<file path="config.mk">
export PLATFORM = sky130hd
export DESIGN_NAME = draw_rect_ctl
export DESIGN_NICKNAME = d
export VERILOG_FILES = /design/src/rtl/draw_rect_ctl.sv
export SDC_FILE = /design/constraint.sdc
export NUM_CORES = 1
export LEC_CHECK = 0
export ABC_AREA = 1
export CAP_MARGIN = 10
export CORE_ASPECT_RATIO = 1.2
export CORE_MARGIN = 1.5
export CORE_UTILIZATION = 48
export CTS_CLUSTER_DIAMETER = 100
export DETAILED_ROUTE_END_ITERATION = 12
export PLACE_DENSITY = 0.78
export SYNTH_ARGS = -nofsm -noshare
export SYNTH_HDL_FRONTEND = slang
export SYNTH_SLANG_ARGS = --single-unit
</file>
<file path="constraint.sdc">
create_clock -name pclk -period 2.38 [get_ports pclk]
set_input_delay 0.714 -clock pclk [delete_from_list [all_inputs] [get_ports pclk]]
set_output_delay 0.714 -clock pclk [all_outputs]
set_load 0.02 [all_outputs]
</file>
<file path="src/rtl/draw_rect_ctl.sv">
// Falling-rectangle position controller: follows the mouse in IDLE, drops under
// constant acceleration after a click, rests at the bottom until the next click.
module draw_rect_ctl #(
  parameter int RECT_HEIGHT   = 64,
  parameter int SCREEN_HEIGHT = 600,
  parameter int ACCEL         = 1,
  parameter int MAX_SPEED     = 32
) (
  input  logic        pclk,
  input  logic        rst,
  input  logic [11:0] mouse_xpos,
  input  logic [11:0] mouse_ypos,
  input  logic        mouse_left,
  input  logic        vsync_in,
  output logic [11:0] xpos,
  output logic [11:0] ypos,
  output logic        falling,
  output logic [1:0]  state_dbg
);

  localparam logic [11:0] BOTTOM  = 12'(SCREEN_HEIGHT - RECT_HEIGHT);
  localparam logic [5:0]  MAX_SPD = 6'(MAX_SPEED);
  localparam logic [5:0]  ACC     = 6'(ACCEL);
  // Speeds at or above this threshold would reach/overshoot the ceiling after
  // one more increment, so the add is never performed for them.
  localparam logic [5:0]  SAT_TH  = 6'((ACCEL >= MAX_SPEED) ? 0 : MAX_SPEED - ACCEL);

  typedef enum logic [1:0] {
    IDLE   = 2'd0,
    FALL   = 2'd1,
    LANDED = 2'd2
  } state_t;

  state_t      state, state_nxt;
  logic        vsync_prev;
  logic        tick;
  logic        btn_prev, btn_nxt;
  logic [5:0]  speed, speed_nxt;
  logic [11:0] xpos_nxt, ypos_nxt;
  logic        click;
  logic [12:0] y_sum;
  logic [11:0] mouse_y_clamped;

  assign state_dbg = state;

  always_comb begin
    state_nxt       = state;
    xpos_nxt        = xpos;
    ypos_nxt        = ypos;
    speed_nxt       = speed;
    btn_nxt         = btn_prev;
    click           = mouse_left & ~btn_prev;
    y_sum           = {1'b0, ypos} + {7'b0, speed};
    mouse_y_clamped = (mouse_ypos > BOTTOM) ? BOTTOM : mouse_ypos;
    if (tick) begin
      btn_nxt = mouse_left;
      case (state)
        IDLE: begin
          xpos_nxt = mouse_xpos;
          ypos_nxt = mouse_y_clamped;
          if (click) begin
            state_nxt = FALL;
            speed_nxt = 6'd0;
          end
        end
        FALL: begin
          if (y_sum >= {1'b0, BOTTOM}) begin
            ypos_nxt  = BOTTOM;
            state_nxt = LANDED;
          end else begin
            ypos_nxt = y_sum[11:0];
          end
          speed_nxt = (speed >= SAT_TH) ? MAX_SPD : speed + ACC;
        end
        LANDED: begin
          ypos_nxt = BOTTOM;
          if (click) state_nxt = IDLE;
        end
        default: state_nxt = IDLE;
      endcase
    end
  end

  always_ff @(posedge pclk) begin
    if (rst) begin
      state      <= IDLE;
      xpos       <= 12'd0;
      ypos       <= 12'd0;
      falling    <= 1'b0;
      speed      <= 6'd0;
      btn_prev   <= 1'b0;
      vsync_prev <= 1'b1;
      tick       <= 1'b0;
    end else begin
      vsync_prev <= vsync_in;
      tick       <= vsync_in & ~vsync_prev;
      state      <= state_nxt;
      xpos       <= xpos_nxt;
      ypos       <= ypos_nxt;
      falling    <= (state_nxt == FALL);
      speed      <= speed_nxt;
      btn_prev   <= btn_nxt;
    end
  end

endmodule
</file>
After elaboration in Yosys (flattened, before gate mapping). Cells that the tools add are included.

Register bits: 36. Input bits: 28. Output and inout port bits: 27. Logic and storage cells: 38.

Add/subtract/negate cells: 2. Order comparisons: 3. Equal/unequal tests: 4. Muxes and demuxes: 11. Bitwise gates (word level): 4. Reduce and logical (&&, ||, !) cells: 6.

Operator list (count): one-hot mux 12 bit (3 select lines) (1); two-way mux 12 bit (2); adder 12 x 6 -> 13 bit (1); >= comparator 13 x 10 -> 1 bit, second input constant (1); > comparator 12 x 10 -> 1 bit, second input constant (1); two-way mux 6 bit (2); one-hot mux 6 bit (2 select lines) (1); two-way mux 2 bit (4); adder 6 x 1 -> 6 bit, second input constant (1); >= comparator 6 x 5 -> 1 bit, second input constant (1); one-hot mux 2 bit (3 select lines) (1); == test 2 x 1 -> 1 bit, second input constant (2); AND reduction 2 bit (2); AND reduction 3 bit (1); nonzero test 3 bit (1); AND 1 bit (2); == test 2 bit, second input constant (1); logical NOT 2 bit (1); != test 2 bit, second input constant (1); inverter 1 bit (2); nonzero test 2 bit (1).

Depth between registers and ports, before layout.
Depth in word-level cells: 6. Gate-level depth with buffers: 17. Depth with buffers taken out: 17.

Worst setup path after synthesis. No wires, ideal clock.

Path kind: register -> register. Start point: register ypos[0]. End point: register ypos[3]. Library setup time: 124 ps. Arrival: 1974 ps. Data required time: 2256 ps. Path slack: 282 ps. Cell stages (with the launch flop): 13. Path buffers: 0. Period minus slack after synthesis: 2098 ps. Path through: dfxtp_1 ha_1 fa_1 nand3_1 nand2_1 nand2_1 nand3b_1 nand2_1 nand4_2 a21oi_2 nand2_1 nand2_1 a31oi_1.

Word-level cells in the longest chain between the ends: 4.

RTL lines: from (decl) (line 16) `output logic [11:0] ypos,`; from (signal assigned) (line 99) `ypos <= ypos_nxt;`; adder 12 x 6 -> 13 bit * (line 53) `y_sum = {1'b0, ypos} + {7'b0, speed};`; >= comparator 13 x 10 -> 1 bit (line 67) `if (y_sum >= {1'b0, BOTTOM}) begin`; two-way mux 12 bit * (line 67); one-hot mux 12 bit (3 select lines) * (line 57) `case (state)`.

Every way passes the cells marked *; elsewhere a longest branch is shown, timed or not. A chain may end at the register's enable or synchronous reset.

Worst setup path in the final report.
Start point: register ypos[0]. End point: register ypos[0].

Same word-level chain as after synthesis.

==> flow_metrics.tcl <==
set metrics [dict create \
    die_area_um2 4670 \
    ys_ff_latch 36 \
    drive_above_1_share 0.0944 \
    power_frac_seq 0.467 \
    grt_max_degree 18 \
    p_int_w 0.00102 \
    slew_viol_final 0 \
    cts_tree "yes" \
    power_switching_w 0.000328 \
    final_hold_viol_count 0 \
    vdd_drop_max_mv 0.325 \
    cp_max_fo 3 \
    setup_viol 0 \
    cellLeakagePower_nw 1.26 \
    synthCells 295 \
    antenna_found_initial 0 \
    coreArea_um2 4000 \
    drc 0 \
    worst_pin_slew_ns 0.425 \
    cts_made_buffers 5 \
    synth_flop_cell "dfxtp_1" \
    p_per_area_nw_per_um2 479 \
    wl_per_cell_um 12.6 \
    n_fill_cell 359 \
    synth_area_leader_cell "dfxtp_1" \
    syn-num-nets 335 \
    viasPerCell 5.08 \
    cp-startpoint "ypos[0]$_SDFFE_PP0P_" \
    avgSynthCellArea_um2 6.95 \
    yosys-top-cells-area "dfxtp_1, nand2_1, nor2_1" \
    dr_wl_met3_um 296 \
    drt-met1-wl_um 2130 \
    comb_power_share 0.135 \
    required_ns 2.60 \
    end_kind "flop" \
    ys_warn_count 0 \
    criticalPathCategory "reg -> reg" \
    root_buffer "clkbuf_8" \
    status "complete, no violations" \
    cts_sinks 36 \
    gp_congestion 0.877 \
    die_y_um 74.6 \
    nets 399 \
    vias 2105 \
    synth_seq_area_share 0.352 \
    hp-start "vsync_prev$_SDFF_PP1_" \
    fin_crit_sh 0.905 \
    h-tree-depth 2 \
    start_kind "flop" \
    drt-initial-drc-count 130 \
    power_w 0.00135 \
    initial_core_util 0.512 \
    setup_tns_ns 0 \
    cts.clk_slew.worst_paths_ns 0.07 \
    async_flop_share 0 \
    track_usage 0.242 \
    regToRegStartpoint "ypos[0]$_SDFFE_PP0P_" \
    port_buffers 54 \
    synth_enable_flop_cells 0 \
    max_freq_ghz 0.464 \
    synthDominantCellAreaShare 0.352 \
    drt-total-wl_um 5200 \
    synth_common_cells "nand2_1, nor2_1, dfxtp_1" \
    diodes 0 \
    dieWidth_um 62.7 \
    cp_data_arrival_time_ns 2.38 \
    grt_pass1_vias 2001 \
    p_sw_frac 0.243 \
    grt.overflow.total 0 \
    io_pins 55 \
    clk_latency_ns 0.29 \
    drv_cap 0 \
    yosys.cell_count.top_type "nand2_1" \
    cts_buffer_depth 2 \
    finalCriticalPeriod_ns 2.15 \
    rows 25 \
    clockPowerShare 0.398 \
    area_delta_synth_final_pct 37.9 \
    skew_ns 0.00418 \
    postRouteAntennaNets 0 \
    dr.max_layer_used "met4" \
    hpwl_um 4170 \
    worstHoldPathType "reg -> reg" \
    slew_headroom 0.715 \
    ys_types 32 \
    wl_met2_um 2680 \
    netlist_area_um2 2050 \
    holdBufCountCts 0 \
    first_pass_iters 4 \
    grt_pass1_wl_um 8800 \
]
==> logic make-up (layout without fill, tap and decap cells) <==
| group | after synthesis | count (layout) | synth area share |
|---|---|---|---|
| compound gates | 58 | 58 | 0.167 |
| simple gates | 144 | 144 | 0.308 |
| flops | 36 | 36 | 0.352 |
| fa+ha+maj | 12 | 12 | 0.0769 |
| xor+xnor | 4 | 4 | 0.0208 |
| buf+inv | 41 | 106 | 0.0757 |
==> power groups by stage <==
stage / registers (W) / clock network, W / logic [W]
floorplan: 0.000660 / 0 / 0.0000647
global placement: 0.000645 / 0 / 0.000177
detailed placement: 0.000645 / 0 / 0.000180
CTS: 0.000632 / 0.000543 / 0.000181
global route: 0.000634 / 0.000575 / 0.000199
finish: 0.000632 / 0.000538 / 0.000182
==> path summary, 6_finish.rpt <==
check / end / slack (ns) / cells after the start
worst max-delay path: ypos[0]$_SDFFE_PP0P_ / 0.23 / 13
worst min-delay path: tick$_SDFF_PP0_ / 0.39 / 1
worst max register to register: ypos[0]$_SDFFE_PP0P_ / 0.23 / 13
worst min register to register: tick$_SDFF_PP0_ / 0.39 / 1
==> timing repair <==
action / CTS / global route
endpoints found under the setup margin: 0 / 12
gates resized for setup: 0 / 3
buffers inserted: 0 / 0
==> cell type report <==
cell class | count | area [um^2] | share of cell area
clock buffers | 5 | 68.8 | 0.0244
repair buffers | 63 | 608 | 0.215
multi-input cells | 218 | 1190 | 0.420
clock inverters | 3 | 42.5 | 0.0151
inverters | 35 | 131 | 0.0465
flip-flops and latches | 36 | 721 | 0.255
well taps | 54 | 67.6 | 0.0239
==> registers in the layout, summed over array words and instances (netlist names) <==
signal	cells
xpos	12
ypos	12
speed	6
state_dbg	2
btn_prev	1
falling	1
tick	1
vsync_prev	1
==> metrics by stage <==
stage | utilization | setup slack [ns] | hold slack (ns) | instances | instance area (um^2)
after floorplan | - | 0.282 | 0.374 | 295 | 2050
after global placement | 0.675 | 0.133 | 0.380 | 406 | 2700
after detailed placement | 0.675 | 0.0696 | 0.386 | 406 | 2700
after CTS | 0.703 | 0.0895 | 0.397 | 414 | 2810
after global routing | 0.706 | -0.0123 | 0.407 | 414 | 2830
final | 0.706 | 0.225 | 0.393 | 414 | 2830
==> layer usage <==
metal / vias up / GRT usage
met1: 939 / 0.254
met2: 57 / 0.462
li1: 1101 / -
met5: - / 0
met3: 8 / 0.0711
met4: 0 / 0.0889
==> worst max-delay path: stages, from the launching register on <==
cell	delay, ns
dfxtp_1	0.33
ha_2	0.21
fa_2	0.35
nand3_1	0.12
nand2_1	0.10
nand2_1	0.11
nand3b_1	0.10
nand2_1	0.09
nand4_2	0.15
nand2_2	0.12
nand2_1	0.06
nor2_2	0.15
nand2_1	0.07
a31oi_1	0.12
==> placed cells by master, fill, tap and decap left out, drive strengths merged, types with 7 or more instances in the layout <==
master,n
nand2,69
clkdlybuf4s50,54
nor2,42
dfxtp,36
inv,35
o21ai,30
nand3,13
a21oi,13
ha,11
nand4,10
buf,9
a31oi,7
Note: power is estimated with default switching activity, not from simulation.
